--- src/rtl/serial_logic_pkg.sv ---
// Shared types and constants for the bit-serial logic sequencer.
package serial_logic_pkg;

    typedef enum logic [1:0] {
        ST_IDLE = 2'd0,
        ST_RUN  = 2'd1,
        ST_DONE = 2'd2
    } state_t;

    localparam logic [1:0] OP_AND = 2'b00;
    localparam logic [1:0] OP_OR  = 2'b01;
    localparam logic [1:0] OP_XOR = 2'b10;
    localparam logic [1:0] OP_NOT = 2'b11;

    localparam int DEF_W = 8;

endpackage

--- src/rtl/serial_logic_seq_bit_counter.sv ---
// Bit-position counter: sync clear, enable, saturates at terminal count W-1.
module bit_counter #(
    parameter  int W  = 8,
    localparam int CW = $clog2(W)
) (
    input  logic          clk,
    input  logic          rst_n,
    input  logic          clr,
    input  logic          en,
    output logic [CW-1:0] cnt,
    output logic          tc
);

    assign tc = (cnt == CW'(W - 1));

    always_ff @(posedge clk or negedge rst_n) begin
        if (!rst_n)
            cnt <= '0;
        else if (clr)
            cnt <= '0;
        else if (en && !tc)
            cnt <= cnt + 1'b1;
    end

endmodule

--- src/rtl/serial_logic_seq.sv ---
// Bit-serial operand sequencer feeding an external 1-bit logic cell, LSB first.
// Optional zero-result flag port enabled by SERIAL_LOGIC_ZERO_FLAG_EN.
module serial_logic_seq
    import serial_logic_pkg::*;
#(
    parameter  int W  = DEF_W,
    localparam int CW = $clog2(W)
) (
    input  logic         clk,
    input  logic         rst_n,
    input  logic         start,
    input  logic [W-1:0] op_a,
    input  logic [W-1:0] op_b,
    input  logic [1:0]   sel,
    output logic         busy,
    output logic         done,
    output logic [W-1:0] result,
`ifdef SERIAL_LOGIC_ZERO_FLAG_EN
    output logic         zero,
`endif
    output logic         cl_a,
    output logic         cl_b,
    output logic [1:0]   cl_s,
    input  logic         cl_out
);

    state_t         state;
    logic [W-1:0]   a_sh, b_sh;
    logic [1:0]     sel_q;
    logic [CW-1:0]  cnt;
    logic           tc;
    logic           accept;

    assign accept = start && (state != ST_RUN);

    bit_counter #(.W(W)) u_cnt (
        .clk   (clk),
        .rst_n (rst_n),
        .clr   (accept),
        .en    (state == ST_RUN),
        .cnt   (cnt),
        .tc    (tc)
    );

    // Cell inputs are gated so the cell sees zeros whenever no run is active.
    assign cl_a = (state == ST_RUN) & a_sh[0];
    assign cl_b = (state == ST_RUN) & b_sh[0];
    assign cl_s = sel_q;

    always_ff @(posedge clk or negedge rst_n) begin
        if (!rst_n) begin
            state  <= ST_IDLE;
            busy   <= 1'b0;
            done   <= 1'b0;
            result <= '0;
            a_sh   <= '0;
            b_sh   <= '0;
            sel_q  <= OP_AND;
`ifdef SERIAL_LOGIC_ZERO_FLAG_EN
            zero   <= 1'b0;
`endif
        end else begin
            case (state)
                ST_RUN: begin
                    result <= {cl_out, result[W-1:1]};
                    a_sh   <= a_sh >> 1;
                    b_sh   <= b_sh >> 1;
`ifdef SERIAL_LOGIC_ZERO_FLAG_EN
                    zero   <= zero & ~cl_out;
`endif
                    if (tc) begin
                        state <= ST_DONE;
                        busy  <= 1'b0;
                        done  <= 1'b1;
                    end
                end
                ST_IDLE, ST_DONE: begin
                    done <= 1'b0;
                    if (start) begin
                        a_sh   <= op_a;
                        b_sh   <= op_b;
                        sel_q  <= sel;
                        result <= '0;
                        state  <= ST_RUN;
                        busy   <= 1'b1;
`ifdef SERIAL_LOGIC_ZERO_FLAG_EN
                        // Clear-then-set collapse into one edge: start the AND-accumulation at 1.
                        zero   <= 1'b1;
`endif
                    end else begin
                        state <= ST_IDLE;
                    end
                end
                default: begin
                    state <= ST_IDLE;
                    busy  <= 1'b0;
                    done  <= 1'b0;
                end
            endcase
        end
    end

endmodule

--- config.mk ---
export PLATFORM = sky130hd
export DESIGN_NAME = serial_logic_seq
export DESIGN_NICKNAME = d
export VERILOG_FILES = /design/src/rtl/serial_logic_pkg.sv /design/src/rtl/serial_logic_seq_bit_counter.sv /design/src/rtl/serial_logic_seq.sv
export SDC_FILE = /design/constraint.sdc
export NUM_CORES = 1
export LEC_CHECK = 0
export CAP_MARGIN = 20
export CORE_MARGIN = 2
export CORE_UTILIZATION = 45
export DETAILED_ROUTE_END_ITERATION = 16
export MAX_ROUTING_LAYER = met4
export PLACE_DENSITY_LB_ADDON = 0.2
export SLEW_MARGIN = 25
export SYNTH_ARGS = -nofsm -noshare
export SYNTH_HDL_FRONTEND = slang
export SYNTH_SLANG_ARGS = --single-unit
--- constraint.sdc ---
create_clock -name clk -period 3.9 [get_ports clk]
set_input_delay 0.39 -clock clk [delete_from_list [all_inputs] [get_ports clk]]
set_output_delay 0.39 -clock clk [all_outputs]
set_load 0.1 [all_outputs]
==> results of run 1 <==
==> metal layers <==
layer | track usage, % | routed length (µm) | vias to the layer above
met5 | - | 0 | -
met4 | 6.52 | 61 | 0
met3 | 5.63 | 141 | 8
met2 | 27.1 | 1460 | 30
met1 | 21.2 | 1500 | 589
li1 | - | - | 614
==> how the worst max path moves through the flow <==
stage	to
2_1_floorplan	cl_a
3_3_place_gp	done
3_5_place_dp	done
4_1_cts	done
5_1_grt	done
6_report	done
==> Yosys cell counts (all sizes together) <==
library cell  number
mux2              10
nor2               4
dfrtp             32
o21ai             13
and2               4
clkbuf             7
nand2b             9
o22ai              5
nand3              2
inv                6
nor2b              9
a22o               1
a221o              1
nand3b             3
mux2i             12
ha                 2
nand2             10
buf                5
a21oi             13
a211oi             8
xor2               1
==> power breakdown <==
group	internal, mW	switching, mW
Clock	0.0663	0.106
Combinational	0.317	0.657
Sequential	0.478	0.154
Total	0.861	0.917
==> layout by cell type, fill, tap and decap left out, types with 2 or more instances in the layout <==
cell type | netlist | routed
a211oi_1 | 8 | 8
a21oi_1 | 13 | 13
and2_1 | 4 | 4
buf_4 | 1 | 4
clkbuf_4 | 0 | 5
clkdlybuf4s50_1 | 0 | 33
dfrtp_1 | 32 | 31
ha_1 | 2 | 2
inv_1 | 6 | 6
mux2_2 | 10 | 10
mux2i_1 | 12 | 12
nand2_1 | 10 | 10
nand2b_1 | 9 | 9
nand3_1 | 2 | 2
nand3b_1 | 3 | 3
nor2_1 | 4 | 4
nor2b_1 | 9 | 9
o21ai_0 | 13 | 13
o22ai_1 | 5 | 5
==> metrics by stage <==
step           setup WS, ns  area, µm²  total power [mW]  cells
6_report              0.966       2020              1.78    235
3_5_place_dp           1.32       1970              1.62    228
2_1_floorplan          1.69       1610              1.39    157
3_3_place_gp           1.32       1970              1.58    228
4_1_cts               0.943       2020              1.79    235
5_1_grt               0.843       2020              1.89    235
==> sequential cells by signal (all words and copies together) (netlist names) <==
| name | count |
|---|---|
| cl_s | 2 |
| busy | 1 |
| b_sh | 8 |
| result | 8 |
| state | 2 |
| a_sh | 8 |
| u_cnt.cnt | 3 |
==> area by class of cell <==
class,instances,area (µm²),area share (%)
flip-flops and latches,32,802,39.7
multi-input cells,107,729,36.1
repair buffers,37,360,17.9
well taps,46,57.6,2.85
clock buffers,6,41.3,2.05
inverters,6,22.5,1.12
clock inverters,1,5.00,0.248
==> kinds of logic after synthesis <==
logic type               after synthesis
AO/OA/AOI/OAI                         41
AND/OR/NAND/NOR                       41
flip-flops                            32
multiplexers                          22
buffers and inverters                 18
adder cells (fa/ha/maj)                2
XOR/XNOR                               1
==> impl_results.md, run 1 <==
* Status: completed
* Num CTS Buffers at 5
* Worst path arrival time at 2.54 ns
* Fraction of layout instances using a drive strength above 1 at 11.1%
* Starting Density at 47.6%
* Post-synthesis compound-gate area fraction at 14.9%
* Synth warn at 0
* Number of H-tree levels at 2
* WL/cell at 13.5 µm
* Clock Latency Late Sink at 0.33 ns
* Post-synthesis simple-gate area fraction at 13.8%
* First-pass GRT wire length at 5390 µm
* Vias in the first global route at 1186
* Hold slack final at 0.441 ns
* Final Hold Fails at 0
* Crit path capture type: output pin
* Yosys top cell area share at 49.6%
* Leakage power at 0.838 nW
* DP Wirelength at 2140 µm
* Maximum VDD drop at 0.607 mV
* Worst-path clk slew at 0.10 ns
* CP Buf/Inv Count at 1
* Synth Cell Area at 1610 µm²
* Syn-to-layout area delta at 25.0%
* F_max at 0.341 GHz
* Worst flop-to-flop path startpoint: state[1]$_DFFE_PN0P_
* Hold-fix buffers at CTS at 0
* Post-Synth XOR/XNOR Area at 0.543%
* Post-Syn Nets at 181
* CP peak stage delay at 1.28 ns
* CTS tree: yes
* First drt pass iteration count at 4
* Vias/cell at 5.28
* Post-cts gate resize count at 0
* Setup TNS at 0 ns
* Horiz. Die Dim at 63.9 µm
* Clock buffer depth at 2
* # IOs at 36
* CP Launch Type: register
* CP Depth at 1
* Antenna Cells at 0
* Min Tclk post-route at 2.93 ns
* Reg2reg path depth at 3
* Initial antenna violation count at 0
* Die height at 63.9 µm
* Mux cell area share after synthesis at 14.4%
* DR vias at 1241
* Root buffer cell: clkbuf_4
* GP Congestion at 0.712
* Post-synthesis sequential area ratio at 49.6%
* Slew Limit Fails at 0
* # DRC at 0
* Critical R2R Capture: b_sh[6]$_DFFE_PN0P_
* Final Skew at 0.0122 ns
* Top cells by area, synth: dfrtp_1 (50%), mux2i_1 (7.4%), mux2_2 (7.0%)
* Least-Margin Pin Slew at 0.982 ns
* Setup Crit Path Kind: reg -> out
* FF-to-FF setup slack at 1.97 ns
* WL final at 3160 µm
* Seq cells post-synth at 32
* Cells after Synth at 157
* Worst path slowest cell: clkdlybuf4s50_1
* Relative slew slack at 34.3%
* Core box area at 3390 µm²
* Fillers at 287
* CP Cell Sequence: clkdlybuf4s50_1
* Gr usage total at 17.4%
* Largest net degree at the start of global routing at 42
* Endpoints failing setup at 0
* Sink Count at 32
* DRT antenna net count at 0
* PD cells at 881 nW/µm²
* Port Buf Inserts at 35
* Unrepaired setup endpoints after global routing: false
* Die area at 4080 µm²
* Core Util, Final at 59.5%
* Post-CTS setup buffers at 0
* Number of max-cap violations at 0
* Combinational family with the most area after synthesis: compound AO/OA/AOI/OAI gates
* Row count at 21
* CP required at 3.51 ns
* Syn_area_per_cell at 10.3 µm²
* CP max FO at 22
* Worst hold path class: in -> async
* Worst path top cell family by delay: buffers and inverters
* Critical Path Source: state[1]$_DFFE_PN0P_
* Synth unique cells at 24
* Overflow after GRT at 0
* Top cell type by total area after synthesis: dfrtp_1
* Adder-Cell Fraction of Synth Area at 1.55%
* Initial DRC count at 75
* Final nets at 213
* Fin crit share at 75.2%
Note: power is estimated with default switching activity, not from simulation.
==> inputs of run 2 (changes only) <==
==> constraint.sdc (replaced) <==
create_clock -name clk -period 2.6 [get_ports clk]
set_input_delay 0.26 -clock clk [delete_from_list [all_inputs] [get_ports clk]]
set_output_delay 0.26 -clock clk [all_outputs]
set_load 0.1 [all_outputs]
==> run 2 against run 1 <==
  * Clock-buffer cell count increased by 2
  * Largest power group unchanged
  * Register-to-register slack got worse by 1.3 ns
  * Utilization increased by 0.85 points
  * First-iteration DRC count decreased by 51%
==> impl_results.md, run 2 (synthesized netlist as in run 1, its figures left out) <==
* Status: completed
* CTS tree: yes
* Post-cts gate resize count at 0 (unchanged)
* Num CTS Buffers at 5 (unchanged)
* Die area at 4080 µm² (unchanged)
* Cell area after layout at 2050 µm² (+1.4%)
* Hold slack final at 0.320 ns (-0.121 ns)
* Worst hold path class: in -> async
* # DRC at 0 (unchanged)
* CP peak stage delay at 0.80 ns (-0.48 ns)
* CP max FO at 25 (+14%)
* CP Launch Type: register
* Unrepaired setup endpoints after global routing: false
* Overflow after GRT at 0 (unchanged)
* Worst-path clk slew at 0.10 ns (about the same)
* Leakage power at 0.882 nW (+5.3%)
* Setup TNS at 0 ns (unchanged)
* Initial antenna violation count at 0 (unchanged)
* Core Util, Final at 60.4% (+0.85 points)
* Vias in the first global route at 1238 (+4.4%)
* Horiz. Die Dim at 63.9 µm (unchanged)
* Relative slew slack at 53.3% (+19 points)
* Fraction of layout instances using a drive strength above 1 at 18.1% (+7.0 points)
* WL/cell at 13.0 µm (-3.3%)
* Clock buffer depth at 2 (unchanged)
* Final Hold Fails at 0 (unchanged)
* Most common cell after layout, fill and taps aside: dfrtp_1
* DR vias at 1241 (unchanged)
* Endpoints failing setup at 0 (unchanged)
* Setup Crit Path Kind: reg -> out
* Least-Margin Pin Slew at 0.700 ns (-0.282 ns)
* Final Skew at 0.00698 ns (-0.00517 ns)
* Root buffer cell: clkbuf_4
* F_max at 0.473 GHz
* Hold-fix buffers at CTS at 0 (unchanged)
* Port Buf Inserts at 35 (unchanged)
* Final WS setup at 0.487 ns (-0.479 ns)
* Biggest regs: a_sh: 8 flops, b_sh: 8 flops, result: 8 flops
* Fin crit share at 81.3%
* # IOs at 36 (unchanged)
* GP Congestion at 0.759 (+6.7%)
* Crit path capture type: output pin
* Worst path slowest cell: dfrtp_1
* Min Tclk post-route at 2.11 ns
* Placed Area at 1990 µm² (+0.89%)
* Number of H-tree levels at 2 (unchanged)
* Post-CTS setup buffers at 0 (unchanged)
* Non-filler cells, final at 239 (+1.7%)
* CP Cell Sequence: nor2b_1, and2_1, buf_12
* Sink Count at 32 (unchanged)
* Row count at 21 (unchanged)
* Largest net degree at the start of global routing at 33 (-21%)
* Gr usage total at 18.1% (+0.64 points)
* Number of max-cap violations at 0 (unchanged)
* Placed insts at 231 (+1.3%)
* WL final at 3110 µm (-1.7%)
* Most frequent cells in the layout: dfrtp_1 (32), clkdlybuf4s50_1 (21), buf_4 (17), o21ai_0 (13), a21oi_1 (13)
* Syn-to-layout area delta at 26.8%
* Core box area at 3390 µm² (unchanged)
* Total chip power at 2.75 mW (+54%)
* Clock Latency Late Sink at 0.33 ns (about the same)
* CP required at 2.34 ns (-1.17 ns)
* DP Wirelength at 2140 µm (about the same)
* Initial DRC count at 37 (-51%)
* DRT antenna net count at 0 (unchanged)
* Antenna Cells at 0 (unchanged)
* Die height at 63.9 µm (unchanged)
* Starting Density at 47.6% (unchanged)
* PD cells at 1340 nW/µm² (+52%)
* Fillers at 305 (+6.3%)
* First drt pass iteration count at 4 (unchanged)
* Vias/cell at 5.19 (-1.7%)
* Dpl ws at 0.705 ns (-0.618 ns)
* Final nets at 216 (+1.4%)
* Slew Limit Fails at 0 (unchanged)
* Maximum VDD drop at 0.804 mV (+33%)
* First-pass GRT wire length at 5560 µm (+3.2%)
* Worst path arrival time at 1.85 ns (-0.69 ns)
==> run 2: cell types whose count changed in the layout (fill, tap and decap cells not counted), sizes merged <==
| cell | previous run | this run |
|---|---|---|
| buf | 4 | 19 |
| clkbuf | 6 | 8 |
| clkdlybuf4s50 | 33 | 21 |
| clkinv | 1 | 0 |
==> run 2: final timing paths <==
| path | from | cells past startpoint | slack, ns | endpoint |
|---|---|---|---|---|
| max | state[0]$_DFFE_PN0P_ | 3 | 0.49 | cl_b |
| min | rst_n | 2 | 0.32 | u_cnt.cnt[2]$_DFFE_PN0P_ |
| max reg2reg | state[0]$_DFFE_PN0P_ | 3 | 0.68 | b_sh[6]$_DFFE_PN0P_ |
| min reg2reg | cl_s[0]$_DFFE_PN0P_ | 1 | 0.52 | cl_s[0]$_DFFE_PN0P_ |
| max in group asynchronous | rst_n | 2 | 1.98 | state[0]$_DFFE_PN0P_ |
| min in group clk | cl_s[0]$_DFFE_PN0P_ | 1 | 0.52 | cl_s[0]$_DFFE_PN0P_ |
==> run 2: layer usage <==
metal	global-route usage, %	wire length (µm)
met1	22.2	1440
met2	28.6	1480
met3	4.93	158
met4	6.52	33
met5	-	0
==> run 2: power by group <==
part / internal [mW] / total [mW] / switching, mW / leakage [nW]
clock network: 0.133 / 0.293 / 0.159 / 0.0326
logic: 0.515 / 1.54 / 1.02 / 0.458
registers: 0.716 / 0.917 / 0.201 / 0.392
==> run 2: area by class of cell <==
| class | count | area [µm²] | share of cell area (%) |
|---|---|---|---|
| clock buffer | 8 | 58.8 | 2.87 |
| inverter | 6 | 22.5 | 1.10 |
| multi-input combinational | 107 | 729 | 35.6 |
| sequential | 32 | 801 | 39.1 |
| tap | 46 | 57.6 | 2.81 |
| timing repair buffer | 40 | 378 | 18.5 |
==> run 2: worst max-delay path, delay by kind of cell (launching register included) <==
family	cells	cell delay, ns
flops	1	0.80
simple gates	2	0.54
buf+inv	1	0.18
